### src/rtl/spi_pkg.sv
// Shared constants and types for the SPI slave receiver slice.
package spi_pkg;

  localparam int SPI_WORD_W = 8;

  localparam logic [SPI_WORD_W-1:0] TX_IDLE_DEFAULT = 8'h00;

  typedef enum logic [0:0] {
    IDLE  = 1'b0,
    SHIFT = 1'b1
  } spi_state_e;

endpackage

### src/rtl/spi_sync_edge.sv
// Multi-stage synchroniser for one SPI pin plus a history flop that yields
// single-cycle rise/fall strobes in the clk domain.
module spi_sync_edge
  import spi_pkg::*;
#(
  parameter int   STAGES    = 2,
  parameter logic RESET_VAL = 1'b0
) (
  input  logic clk,
  input  logic rst,
  input  logic din,
  output logic level,
  output logic rise,
  output logic fall
);

  logic [STAGES-1:0] chain;
  logic              hist;

  always_ff @(posedge clk) begin
    if (rst) begin
      chain <= {STAGES{RESET_VAL}};
      hist  <= RESET_VAL;
    end else begin
      chain <= {chain[STAGES-2:0], din};
      hist  <= chain[STAGES-1];
    end
  end

  assign level = chain[STAGES-1];
  assign rise  = level & ~hist;
  assign fall  = ~level & hist;

endmodule

### src/rtl/spi_slave_receiver.sv
// SPI mode-0 slave: oversampled pins, MOSI deserialiser, one-word tx buffer feeding MISO.
// Optional SPI_SLAVE_FRAME_ERR_EN adds a frame_err pulse output.
//
// state | meaning
// IDLE  | CS high; MISO parked low, bit counter cleared
// SHIFT | frame active; bits move on synchronised SCLK edges
module spi_slave_receiver
  import spi_pkg::*;
#(
  parameter int                    DATA_WIDTH  = SPI_WORD_W,
  parameter int                    SYNC_STAGES = 2,
  parameter logic [DATA_WIDTH-1:0] TX_IDLE     = DATA_WIDTH'(TX_IDLE_DEFAULT)
) (
  input  logic                  clk,
  input  logic                  rst,
  input  logic                  SCLK,
  input  logic                  CS,
  input  logic                  MOSI,
  output logic                  MISO,
  input  logic [DATA_WIDTH-1:0] tx_data,
  input  logic                  tx_valid,
  output logic                  tx_ready,
  output logic [DATA_WIDTH-1:0] rx_data,
  output logic                  rx_valid,
  output logic                  tx_underrun,
  output logic                  busy
`ifdef SPI_SLAVE_FRAME_ERR_EN
  ,
  output logic                  frame_err
`endif
);

  localparam int              CNT_W    = $clog2(DATA_WIDTH);
  localparam logic [CNT_W-1:0] LAST_BIT = CNT_W'(DATA_WIDTH - 1);
  localparam logic [0:0]      ST_IDLE  = IDLE;
  localparam logic [0:0]      ST_SHIFT = SHIFT;

  logic sclk_s, sclk_rise, sclk_fall;
  logic cs_s, cs_fall, cs_rise_unused;
  logic mosi_s, mosi_rise_unused, mosi_fall_unused;

  spi_sync_edge #(.STAGES(SYNC_STAGES), .RESET_VAL(1'b0)) u_sync_sclk (
    .clk(clk), .rst(rst), .din(SCLK),
    .level(sclk_s), .rise(sclk_rise), .fall(sclk_fall)
  );

  spi_sync_edge #(.STAGES(SYNC_STAGES), .RESET_VAL(1'b1)) u_sync_cs (
    .clk(clk), .rst(rst), .din(CS),
    .level(cs_s), .rise(cs_rise_unused), .fall(cs_fall)
  );

  spi_sync_edge #(.STAGES(SYNC_STAGES), .RESET_VAL(1'b0)) u_sync_mosi (
    .clk(clk), .rst(rst), .din(MOSI),
    .level(mosi_s), .rise(mosi_rise_unused), .fall(mosi_fall_unused)
  );

  logic [0:0]            state;
  logic [CNT_W-1:0]      bit_cnt;
  logic [DATA_WIDTH-1:0] shift_in;
  logic [DATA_WIDTH-1:0] shift_out;
  logic [DATA_WIDTH-1:0] buf_data;
  logic                  buf_full;
  logic                  miso_q;

  logic                  in_shift, abort, start, boundary, load, unload, accept, buf_full_next;
  logic [DATA_WIDTH-1:0] load_word, rx_word;

  // CS high overrides any SCLK edge seen in the same cycle.
  assign in_shift      = (state == ST_SHIFT);
  assign abort         = in_shift & cs_s;
  assign start         = ~in_shift & cs_fall;
  assign boundary      = in_shift & ~cs_s & sclk_fall & (bit_cnt == '0);
  assign load          = start | boundary;
  assign unload        = load & buf_full;
  assign accept        = tx_valid & tx_ready;
  assign buf_full_next = (buf_full & ~unload) | accept;
  assign load_word     = buf_full ? buf_data : TX_IDLE;
  assign rx_word       = {shift_in[DATA_WIDTH-2:0], mosi_s};

  always_ff @(posedge clk) begin
    if (rst) begin
      state       <= ST_IDLE;
      bit_cnt     <= '0;
      shift_in    <= '0;
      shift_out   <= '0;
      buf_data    <= '0;
      buf_full    <= 1'b0;
      tx_ready    <= 1'b1;
      miso_q      <= 1'b0;
      rx_data     <= '0;
      rx_valid    <= 1'b0;
      tx_underrun <= 1'b0;
    end else begin
      rx_valid    <= 1'b0;
      tx_underrun <= 1'b0;
      buf_full    <= buf_full_next;
      tx_ready    <= ~buf_full_next;
      if (accept) buf_data <= tx_data;

      if (abort) begin
        state    <= ST_IDLE;
        bit_cnt  <= '0;
        shift_in <= '0;
        miso_q   <= 1'b0;
      end else if (start) begin
        state       <= ST_SHIFT;
        bit_cnt     <= '0;
        shift_out   <= load_word;
        miso_q      <= load_word[DATA_WIDTH-1];
        tx_underrun <= ~buf_full;
      end else if (in_shift) begin
        if (sclk_rise) begin
          shift_in <= rx_word;
          if (bit_cnt == LAST_BIT) begin
            rx_data  <= rx_word;
            rx_valid <= 1'b1;
            bit_cnt  <= '0;
          end else begin
            bit_cnt <= bit_cnt + CNT_W'(1);
          end
        end
        if (sclk_fall) begin
          if (boundary) begin
            shift_out   <= load_word;
            miso_q      <= load_word[DATA_WIDTH-1];
            tx_underrun <= ~buf_full;
          end else begin
            shift_out <= shift_out << 1;
            miso_q    <= shift_out[DATA_WIDTH-2];
          end
        end
      end else begin
        bit_cnt <= '0;
        miso_q  <= 1'b0;
      end
    end
  end

  assign MISO = miso_q;
  assign busy = in_shift;

`ifdef SPI_SLAVE_FRAME_ERR_EN
  always_ff @(posedge clk) begin
    if (rst) begin
      frame_err <= 1'b0;
    end else begin
      frame_err <= (abort & (bit_cnt != '0)) | (~in_shift & (sclk_rise | sclk_fall));
    end
  end
`endif

endmodule

### config.mk
export PLATFORM = sky130hd
export DESIGN_NAME = spi_slave_receiver
export DESIGN_NICKNAME = d
export VERILOG_FILES = /design/src/rtl/spi_pkg.sv /design/src/rtl/spi_sync_edge.sv /design/src/rtl/spi_slave_receiver.sv
export SDC_FILE = /design/constraint.sdc
export NUM_CORES = 1
export LEC_CHECK = 0
export CAP_MARGIN = 20
export CORE_ASPECT_RATIO = 0.6
export CORE_UTILIZATION = 50
export CTS_BUF_LIST = sky130_fd_sc_hd__clkbuf_16
export DETAILED_ROUTE_END_ITERATION = 10
export PLACE_DENSITY = 0.74
export RECOVER_POWER = 25
export SYNTH_ARGS = -nofsm -noshare
export SYNTH_HDL_FRONTEND = slang
export SYNTH_HIERARCHICAL = 1
export SYNTH_SLANG_ARGS = --single-unit
export TNS_END_PERCENT = 1
### constraint.sdc
create_clock -name clk -period 1.9 [get_ports clk]
set_input_delay 0.38 -clock clk [delete_from_list [all_inputs] [get_ports clk]]
set_output_delay 0.38 -clock clk [all_outputs]
set_load 0.03 [all_outputs]
==> results of run 1 <==
## what timing repair did
action,in CTS,in global routing
endpoints found under the setup margin,0,1
resized for setup,0,1
hold buffers,0,0
endpoints found under the hold margin,0,0
## final cells by class
cell class	count	area, um2	share of cell area, %
clock inverters	3	46.3	1.99
clock buffers	5	125	5.38
inverters	3	11.3	0.484
repair buffers	34	319	13.7
flip-flops and latches	47	941	40.5
multi-input cells	144	827	35.6
well taps	45	56.3	2.42
## state kept, by name, summed over array words and instances, names as in the netlist, 2 cells and up
register	count
shift_out	7
buf_data	8
u_sync_cs/chain	2
bit_cnt	3
shift_in	7
rx_data	8
u_sync_mosi/chain	2
u_sync_sclk/chain	2
## how the worst max path moves through the flow
stage,start,endpoint,slack (ns),depth (start not counted)
global route,u_sync_cs/chain[1],shift_out[3],0.10,4
CTS,busy,busy,0.04,1
floorplan,busy,shift_out[1],0.40,5
finish,u_sync_cs/chain[1],shift_out[3],0.17,4
global placement,rst,busy,0.27,4
detailed placement,u_sync_cs/chain[1],shift_out[3],0.21,4
## critical path, stage by stage, from the launching register on
cell       delay, ns
dfxtp_1         0.32
and2b_1         0.20
nor2b_1         0.56
nor3_1          0.14
a2111oi_2       0.39
## power by group through the flow
| stage | Clock, W | Combinational [W] | Sequential (W) |
|---|---|---|---|
| 3_5_place_dp | 0 | 0.000155 | 0.00106 |
| 3_3_place_gp | 0 | 0.000149 | 0.00106 |
| 2_1_floorplan | 0 | 0.0000928 | 0.00106 |
| 4_1_cts | 0.00101 | 0.000157 | 0.00104 |
| 6_report | 0.000996 | 0.000154 | 0.00104 |
| 5_1_grt | 0.00107 | 0.000170 | 0.00105 |
## metal layers
layer | vias to the layer above | GRT usage, % | wire (um)
li1 | 760 | - | -
met1 | 691 | 29.5 | 1760
met2 | 63 | 34.3 | 1710
met3 | 8 | 6.92 | 302
met4 | 0 | 7.74 | 59
met5 | - | 0 | 0
## per-stage QoR
stage	instances	cell area (um2)	worst slack, ns	utilization [%]
floorplan	207	1840	0.404	-
global placement	273	2160	0.266	63.7
detailed placement	273	2160	0.210	63.7
CTS	281	2330	0.0402	68.8
global route	281	2330	0.103	68.8
finish	281	2330	0.173	68.8
## cell usage in the layout, fill, tap and decap left out, drive strengths merged, types with 7 or more instances in the layout
cell            n
nand3           7
nor2b           9
buf             7
clkdlybuf4s50  23
dfxtp          47
nor3           13
nor2            7
a21oi          25
nand2          47
==> summary.md, run 1 <==
| Metric | Value |
|---|---|
| CP arrival | `1.89 ns` |
| Fmax | `579 MHz` |
| Fillcell total | `272` |
| Post-CTS Setup Inserts | `0` |
| Combinational share of power | `7.0%` |
| Type of origin of the critical path | `register` |
| Final period util | `90.9%` |
| DIE WIDTH | `80.4 um` |
| Core ar. | `3380 um2` |
| Antenna Cells | `0` |
| Yosys warning count | `6` |
| Worst hold path class | `register to register` |
| Element type at the critical path end | `register` |
| Internal | `0.00172 W` |
| Layout net count | `252` |
| Crit Path Max Fanout | `10` |
| Max VDD drop | `0.000603 V` |
| R2R cell count | `4` |
| Worst r2r dst | `shift_out[3]` |
| Hold Fails Final Rpt | `0` |
| Maximum number of pins on one net before global-route repair | `20` |
| Vias per inst | `5.42` |
| Worst Tran Pin Value | `0.681 ns` |
| Sequential share of power | `47.5%` |
| Clk sink count | `47` |
| DRT Pass-1 Iters | `4` |
| DP HPWL | `2820 um` |
| Req. time, crit path | `2.07 ns` |
| Htree depth | `2` |
| Fraction of layout cells with a size suffix above 1 | `9.75%` |
| Clock Power Share | `45.5%` |
| Reg2Reg Setup Slack | `0.17 ns` |
| Routed WL | `3830 um` |
| Ports | `27` |
| Post-Synthesis Cells | `207` |
| Post-route minimum period | `1.73 ns` |
| Global-route wire length before repair | `6580 um` |
| Reg2reg start | `u_sync_cs/chain[1]` |
| Clock transition at the registers of the reported paths | `0.06 ns` |
| Fin Hold WS | `0.421 ns` |
| Syn_nets | `224` |
| Hold Path Depth | `1` |
| Worst hold start | `u_sync_cs/chain[0]` |
| DRC violations left | `0` |
| Port Buffers | `26` |
| Placement Rows | `16` |
| Chip Height | `49.0 um` |
| Initial antenna violation count | `0` |
| Maxcap violations | `0` |
| Slew Limit Headroom | `54.5%` |
| Pwr dens | `942 nW/um2` |
| Synthesis-to-layout area growth | `26.1%` |
| TritonCTS Buffers | `5` |
| Detailed-route via count | `1,522` |
| CTS max path bufs | `2` |
| Switching power share of the total | `21.7%` |
| Synthesized area per cell | `8.91 um2` |
| PnR Total Power | `0.00219 W` |
| Setup Viol. Count Final | `0` |
| Setup_tns | `0 ns` |
| TritonCTS clock tree | `built` |
| Root buffer cell | `clkbuf_16` |
| Congestion Overflow GR | `0` |
| Starting Density | `54.5%` |
| Routability Congestion | `0.874` |
| Setup Skew | `0.00850 ns` |
| Worst-Skew Late Latency | `0.29 ns` |
| DRT iter0 DRCs | `138` |
| Antenna Violating Nets Remaining | `0` |
| Worst hold endpoint | `u_sync_cs/chain[1]` |
| Switching power | `0.000475 W` |
| Leak pwr | `0.824 nW` |
| Total die area | `3940 um2` |
| Crit path kind | `register to register` |
| Post-Synthesis Cell Area | `1840 um2` |
| Routed len/inst | `13.6 um` |
| GRT Total Usage | `22.3%` |
| Max Slew Vio Count | `0` |
| Number of global-route vias before repair | `1,412` |
| RSZ-0062 raised after global routing | `no` |
| Status | `finished clean` |
Power figures use the tool's default switching activity.
==> inputs of run 2 (changes only) <==
- clock period: 1.9 -> 2.17 ns (I/O delays scaled with it)
==> run 2 against run 1 <==
Combinational power down 16%; worst setup slack better by 0.063 ns; worst hold slack worse by 0.0037 ns; sequential power down 12%.
==> summary.md, run 2 (synthesis results as in run 1) <==
| Metric | Value |
|---|---|
| Status | `finished clean` |
| Setup_tns | `0 ns (unchanged)` |
| Worst-Skew Late Latency | `0.29 ns (about the same)` |
| RSZ-0062 raised after global routing | `no` |
| Setup Viol. Count Final | `0 (unchanged)` |
| Max VDD drop | `0.000525 V (-13%)` |
| Detailed-route via count | `1,457 (-4.3%)` |
| Total die area | `3940 um2 (unchanged)` |
| CP arrival | `1.50 ns (-0.39 ns)` |
| Clock transition at the registers of the reported paths | `0.06 ns (about the same)` |
| Finished Layout Cells | `277 (-1.4%)` |
| Setup Skew | `0.00784 ns (-0.000658 ns)` |
| Routed WL | `3810 um (-0.55%)` |
| Ports | `27 (unchanged)` |
| Register Area | `941 um2 (unchanged)` |
| Antenna Violating Nets Remaining | `0 (unchanged)` |
| Htree depth | `2 (unchanged)` |
| Reg2Reg Setup Slack | `0.36 ns (+0.19 ns)` |
| CP max stage cell | `clkdlybuf4s50_1` |
| DRT iter0 DRCs | `75 (-46%)` |
| Final instance area | `2260 um2 (-2.8%)` |
| Most frequent cells in the layout | `47 x dfxtp_1, 47 x nand2_1, 25 x a21oi_1, 25 x clkdlybuf4s50_1, 13 x nor3_1` |
| Fin Hold WS | `0.418 ns (-0.00368 ns)` |
| Element type at the critical path end | `output port` |
| Worst hold path class | `register to register` |
| TritonCTS Buffers | `5 (unchanged)` |
| Global-route wire length before repair | `6360 um (-3.4%)` |
| Critical Path Max Stage Delay | `0.73 ns (+0.17 ns)` |
| Hold Fails Final Rpt | `0 (unchanged)` |
| Hold Path Depth | `1 (unchanged)` |
| R2R cell count | `4 (unchanged)` |
| Core ar. | `3380 um2 (unchanged)` |
| Number of instances in the placed design | `269 (-1.5%)` |
| Setup crit start | `busy` |
| Routability Congestion | `0.803 (-8.1%)` |
| Worst Tran Pin Value | `0.704 ns (+0.0231 ns)` |
| Post_cts resized | `0 (unchanged)` |
| CTS max path bufs | `2 (unchanged)` |
| Layout net count | `248 (-1.6%)` |
| Crit Path Max Fanout | `10 (unchanged)` |
| Fillcell total | `267 (-1.8%)` |
| Starting Density | `54.5% (unchanged)` |
| Largest regs | `buf_data: 8 flops, rx_data: 8 flops` |
| DP HPWL | `2680 um (-5.2%)` |
| Vias per inst | `5.26 (-2.9%)` |
| Crit-path leading delay family | `buffers and inverters` |
| Routed len/inst | `13.7 um (+0.89%)` |
| Port Buffers | `26 (unchanged)` |
| Clk sink count | `47 (unchanged)` |
| Leak pwr | `0.777 nW (-5.6%)` |
| Fraction of layout cells with a size suffix above 1 | `7.76% (-2.0 points)` |
| DIE WIDTH | `80.4 um (unchanged)` |
| Maxcap violations | `0 (unchanged)` |
| Crit-path cells | `clkdlybuf4s50_1` |
| Final WS setup | `0.236 ns (+0.0630 ns)` |
| TritonCTS clock tree | `built` |
| Placed Area | `2130 um2 (-1.4%)` |
| Chip Height | `49.0 um (unchanged)` |
| Worst r2r dst | `shift_out[5]` |
| Worst hold endpoint | `u_sync_cs/chain[1]` |
| Initial antenna violation count | `0 (unchanged)` |
| Final period util | `89.1%` |
| Slew Limit Headroom | `53.0% (-1.5 points)` |
| Critical path buffers and inverters | `1 (+1)` |
| Req. time, crit path | `1.74 ns (-0.33 ns)` |
| Worst hold start | `u_sync_cs/chain[0]` |
| DRC violations left | `0 (unchanged)` |
| Hold-fix buffers, CTS | `0 (unchanged)` |
| Root buffer cell | `clkbuf_16` |
| Antenna Cells | `0 (unchanged)` |
| Crit path kind | `register to output port` |
| Post-route minimum period | `1.93 ns` |
| Reg2reg start | `u_sync_cs/chain[1]` |
| Setup WS pre-CTS | `0.378 ns (+0.168 ns)` |
| Fmax | `517 MHz` |
| Multi-input logic area | `827 um2 (unchanged)` |
| Maximum number of pins on one net before global-route repair | `26 (+30%)` |
| Synthesis-to-layout area growth | `22.6%` |
| Placement Rows | `16 (unchanged)` |
| Type of origin of the critical path | `register` |
| Max Slew Vio Count | `0 (unchanged)` |
| Pwr dens | `786 nW/um2 (-17%)` |
| GRT Total Usage | `21.9% (-0.41 points)` |
| Number of global-route vias before repair | `1,337 (-5.3%)` |
| DRT Pass-1 Iters | `4 (unchanged)` |
| Congestion Overflow GR | `0 (unchanged)` |
| Post-CTS Setup Inserts | `0 (unchanged)` |
run 2: power by group:
part | internal, W | switching [W] | total [W]
clock | 0.000420 | 0.000315 | 0.000735
combinational | 0.0000604 | 0.0000687 | 0.000129
sequential | 0.000891 | 0.0000216 | 0.000912
run 2: worst max-delay path by stage:
stage               slack [ns]  cells past startpoint            to
floorplan                 0.67                      5  shift_out[1]
global placement          0.47                      4  shift_out[3]
detailed placement        0.38                      4  shift_out[4]
CTS                       0.23                      1          busy
global route              0.14                      4  shift_out[5]
finish                    0.24                      1          busy
run 2: final cells by class:
cell class / count / area share [%]
repair buffers: 30 / 12.6
well taps: 45 / 2.49
clock buffers: 5 / 5.53
flip-flops and latches: 47 / 41.6
inverters: 3 / 0.498
multi-input cells: 144 / 36.6
clock inverters: 3 / 0.719
run 2: routing by layer:
| metal | up-vias | track usage [%] | wire (um) | share of wire [%] |
|---|---|---|---|---|
| met1 | 652 | 30.3 | 1820 | 48 |
| li1 | 752 | - | - | - |
| met2 | 48 | 31.9 | 1640 | 43 |
| met4 | 0 | 8.93 | 47 | 1.2 |
| met5 | - | 0 | 0 | 0 |
| met3 | 5 | 6.17 | 306 | 8.0 |
run 2: per-stage QoR:
stage	power, W	utilization, %
floorplan	0.00101	-
global placement	0.00105	62.8
detailed placement	0.00106	62.8
CTS	0.00179	67.0
global route	0.00185	66.8
finish	0.00178	66.8
==> inputs of run 3 (changes only) <==
- CORE_UTILIZATION: 50 -> 45
- CTS_CLUSTER_DIAMETER: default -> 50
- GPL_TIMING_DRIVEN: default -> 0
- PLACE_DENSITY: 0.74 -> 0.68
==> run 3 against run 2 <==
Clock power increased by 15%; critical path depth increased by 3; combinational power increased by 10%; non-clock buffer count increased by 9; utilization decreased by 5.4 points; maximum frequency decreased by 1.5%; sequential share of layout area decreased by 1.2 points; sequential cell count unchanged; die area increased by 11%; critical endpoint is now tx_ready.
==> summary.md, run 3 (synthesis results as in run 1) <==
| Metric | Value |
|---|---|
| Status | `finished clean` |
| Final period util | `90.5% (+1.4 points)` |
| Crit-path cells | `clkdlybuf4s50_1, buf_2, clkbuf_1, o22a_1` |
| Critical Path Max Stage Delay | `0.74 ns (about the same)` |
| Hold Fails Final Rpt | `0 (unchanged)` |
| Routed WL | `3780 um (-0.71%)` |
| Setup Viol. Count Final | `0 (unchanged)` |
| Leak pwr | `0.794 nW (+2.1%)` |
| Htree depth | `2 (unchanged)` |
| Post-route minimum period | `1.96 ns (+0.0302 ns)` |
| Crit Path Max Fanout | `12 (+2)` |
| Fin util | `61.4% (-5.4 points)` |
| Number of global-route vias before repair | `1,279 (-4.3%)` |
| Fillcell total | `336 (+26%)` |
| TritonCTS clock tree | `built` |
| Setup Skew | `0.00379 ns (-0.00405 ns)` |
| Maximum number of pins on one net before global-route repair | `15 (-42%)` |
| Fraction of layout cells with a size suffix above 1 | `7.50% (-0.26 points)` |
| TritonCTS Buffers | `5 (unchanged)` |
| Antenna Cells | `0 (unchanged)` |
| Type of origin of the critical path | `input port` |
| Detailed-route via count | `1,473 (+1.1%)` |
| Clock transition at the registers of the reported paths | `0.06 ns (about the same)` |
| DRT Pass-1 Iters | `7 (+3)` |
| Congestion Overflow GR | `0 (unchanged)` |
| Number of instances in the placed design | `280 (+4.1%)` |
| Crit path kind | `input port to register` |
| Placement Rows | `17 (+1)` |
| Port Buffers | `26 (unchanged)` |
| Worst-Skew Late Latency | `0.28 ns (about the same)` |
| CP arrival | `2.19 ns (+0.69 ns)` |
| Largest regs | `buf_data: 8 flops, rx_data: 8 flops` |
| Element type at the critical path end | `register` |
| Fmax | `509 MHz (-1.5%)` |
| Req. time, crit path | `2.40 ns (+0.66 ns)` |
| Routability Congestion | `0.731 (-9.0%)` |
| DIE WIDTH | `84.6 um (+5.3%)` |
| Post-CTS Setup Inserts | `0 (unchanged)` |
| Finished Layout Cells | `287 (+3.6%)` |
| GRT Total Usage | `19.3% (-2.5 points)` |
| Root buffer cell | `clkbuf_16` |
| DP HPWL | `2630 um (-1.6%)` |
| RSZ-0062 raised after global routing | `no` |
| Antenna Violating Nets Remaining | `0 (unchanged)` |
| DRC violations left | `0 (unchanged)` |
| Global-route wire length before repair | `6330 um (-0.42%)` |
| Chip Height | `51.6 um (+5.2%)` |
| Routed len/inst | `13.2 um (-4.2%)` |
| Post_cts resized | `0 (unchanged)` |
| Layout net count | `257 (+3.6%)` |
| Slew Limit Headroom | `63.9% (+11 points)` |
| Core ar. | `3790 um2 (+12%)` |
| Most frequent cells in the layout | `47 x dfxtp_1, 47 x nand2_1, 26 x clkdlybuf4s50_1` |
| Hold-fix buffers, CTS | `0 (unchanged)` |
| Pwr dens | `814 nW/um2 (+3.6%)` |
| Worst Tran Pin Value | `0.542 ns (-0.162 ns)` |
| Worst hold path class | `register to register` |
| CTS max path bufs | `2 (unchanged)` |
| CP max stage cell | `clkdlybuf4s50_1` |
| DRT iter0 DRCs | `74 (-1.3%)` |
| Setup_tns | `0 ns (unchanged)` |
| Synthesis-to-layout area growth | `26.1%` |
| Ports | `27 (unchanged)` |
| Maxcap violations | `0 (unchanged)` |
| Vias per inst | `5.13 (-2.4%)` |
| Max Slew Vio Count | `0 (unchanged)` |
| Starting Density | `48.7% (-5.8 points)` |
| Max VDD drop | `0.000438 V (-17%)` |
| Initial antenna violation count | `0 (unchanged)` |
| Clk sink count | `47 (unchanged)` |
| Total die area | `4370 um2 (+11%)` |
## run 3: where the power goes
group | switching, W | internal, W | total [W] | leakage, nW
sequential | 0.0000147 | 0.000891 | 0.000906 | 0.383
clock | 0.000309 | 0.000536 | 0.000846 | 0.0759
combinational | 0.0000781 | 0.0000638 | 0.000142 | 0.335
total | 0.000402 | 0.00149 | 0.00189 | 0.794
## run 3: metal layers
layer  up-vias  GRT usage [%]  routed length, um
met1       658           29.3               2150
met5         -              0                  0
met4         0           7.63                 34
met2        39           25.3               1410
met3         4           5.24                181
li1        772              -                  -
## run 3: layout make-up
class	count	area, um2	share of cell area (%)
plain buffers	13	65.1	2.80
flip-flops and latches	47	941	40.5
clock inverters	2	37.5	1.61
well taps	47	58.8	2.53
inverters	3	11.3	0.484
multi-input cells	144	827	35.6
clock buffers	5	125	5.38
repair buffers	26	260	11.2
## run 3: stage by stage
step	setup slack [ns]	power (W)	hold WS [ns]	cell area, um2
4_1_cts	0.200	0.00191	0.407	2330
3_5_place_dp	-0.103	0.00107	0.393	2160
6_report	0.206	0.00189	0.408	2330
2_1_floorplan	0.674	0.00101	0.383	1840
5_1_grt	0.0972	0.00197	0.431	2330
3_3_place_gp	-0.0979	0.00106	0.387	2160
## run 3: worst paths after layout
check,startpoint,end,slack (ns),depth (start not counted)
worst max-delay path,rst,tx_ready,0.21,4
worst min-delay path,u_sync_cs/chain[0],u_sync_cs/chain[1],0.41,1
worst max register to register,u_sync_cs/chain[1],shift_out[1],0.51,5
worst min register to register,u_sync_cs/chain[0],u_sync_cs/chain[1],0.41,1
## run 3: worst max-delay path, delay by kind of cell
family	cells	cell delay, ns
buffers and inverters	3	1.53
AOI/OAI and AO/OA	1	0.23
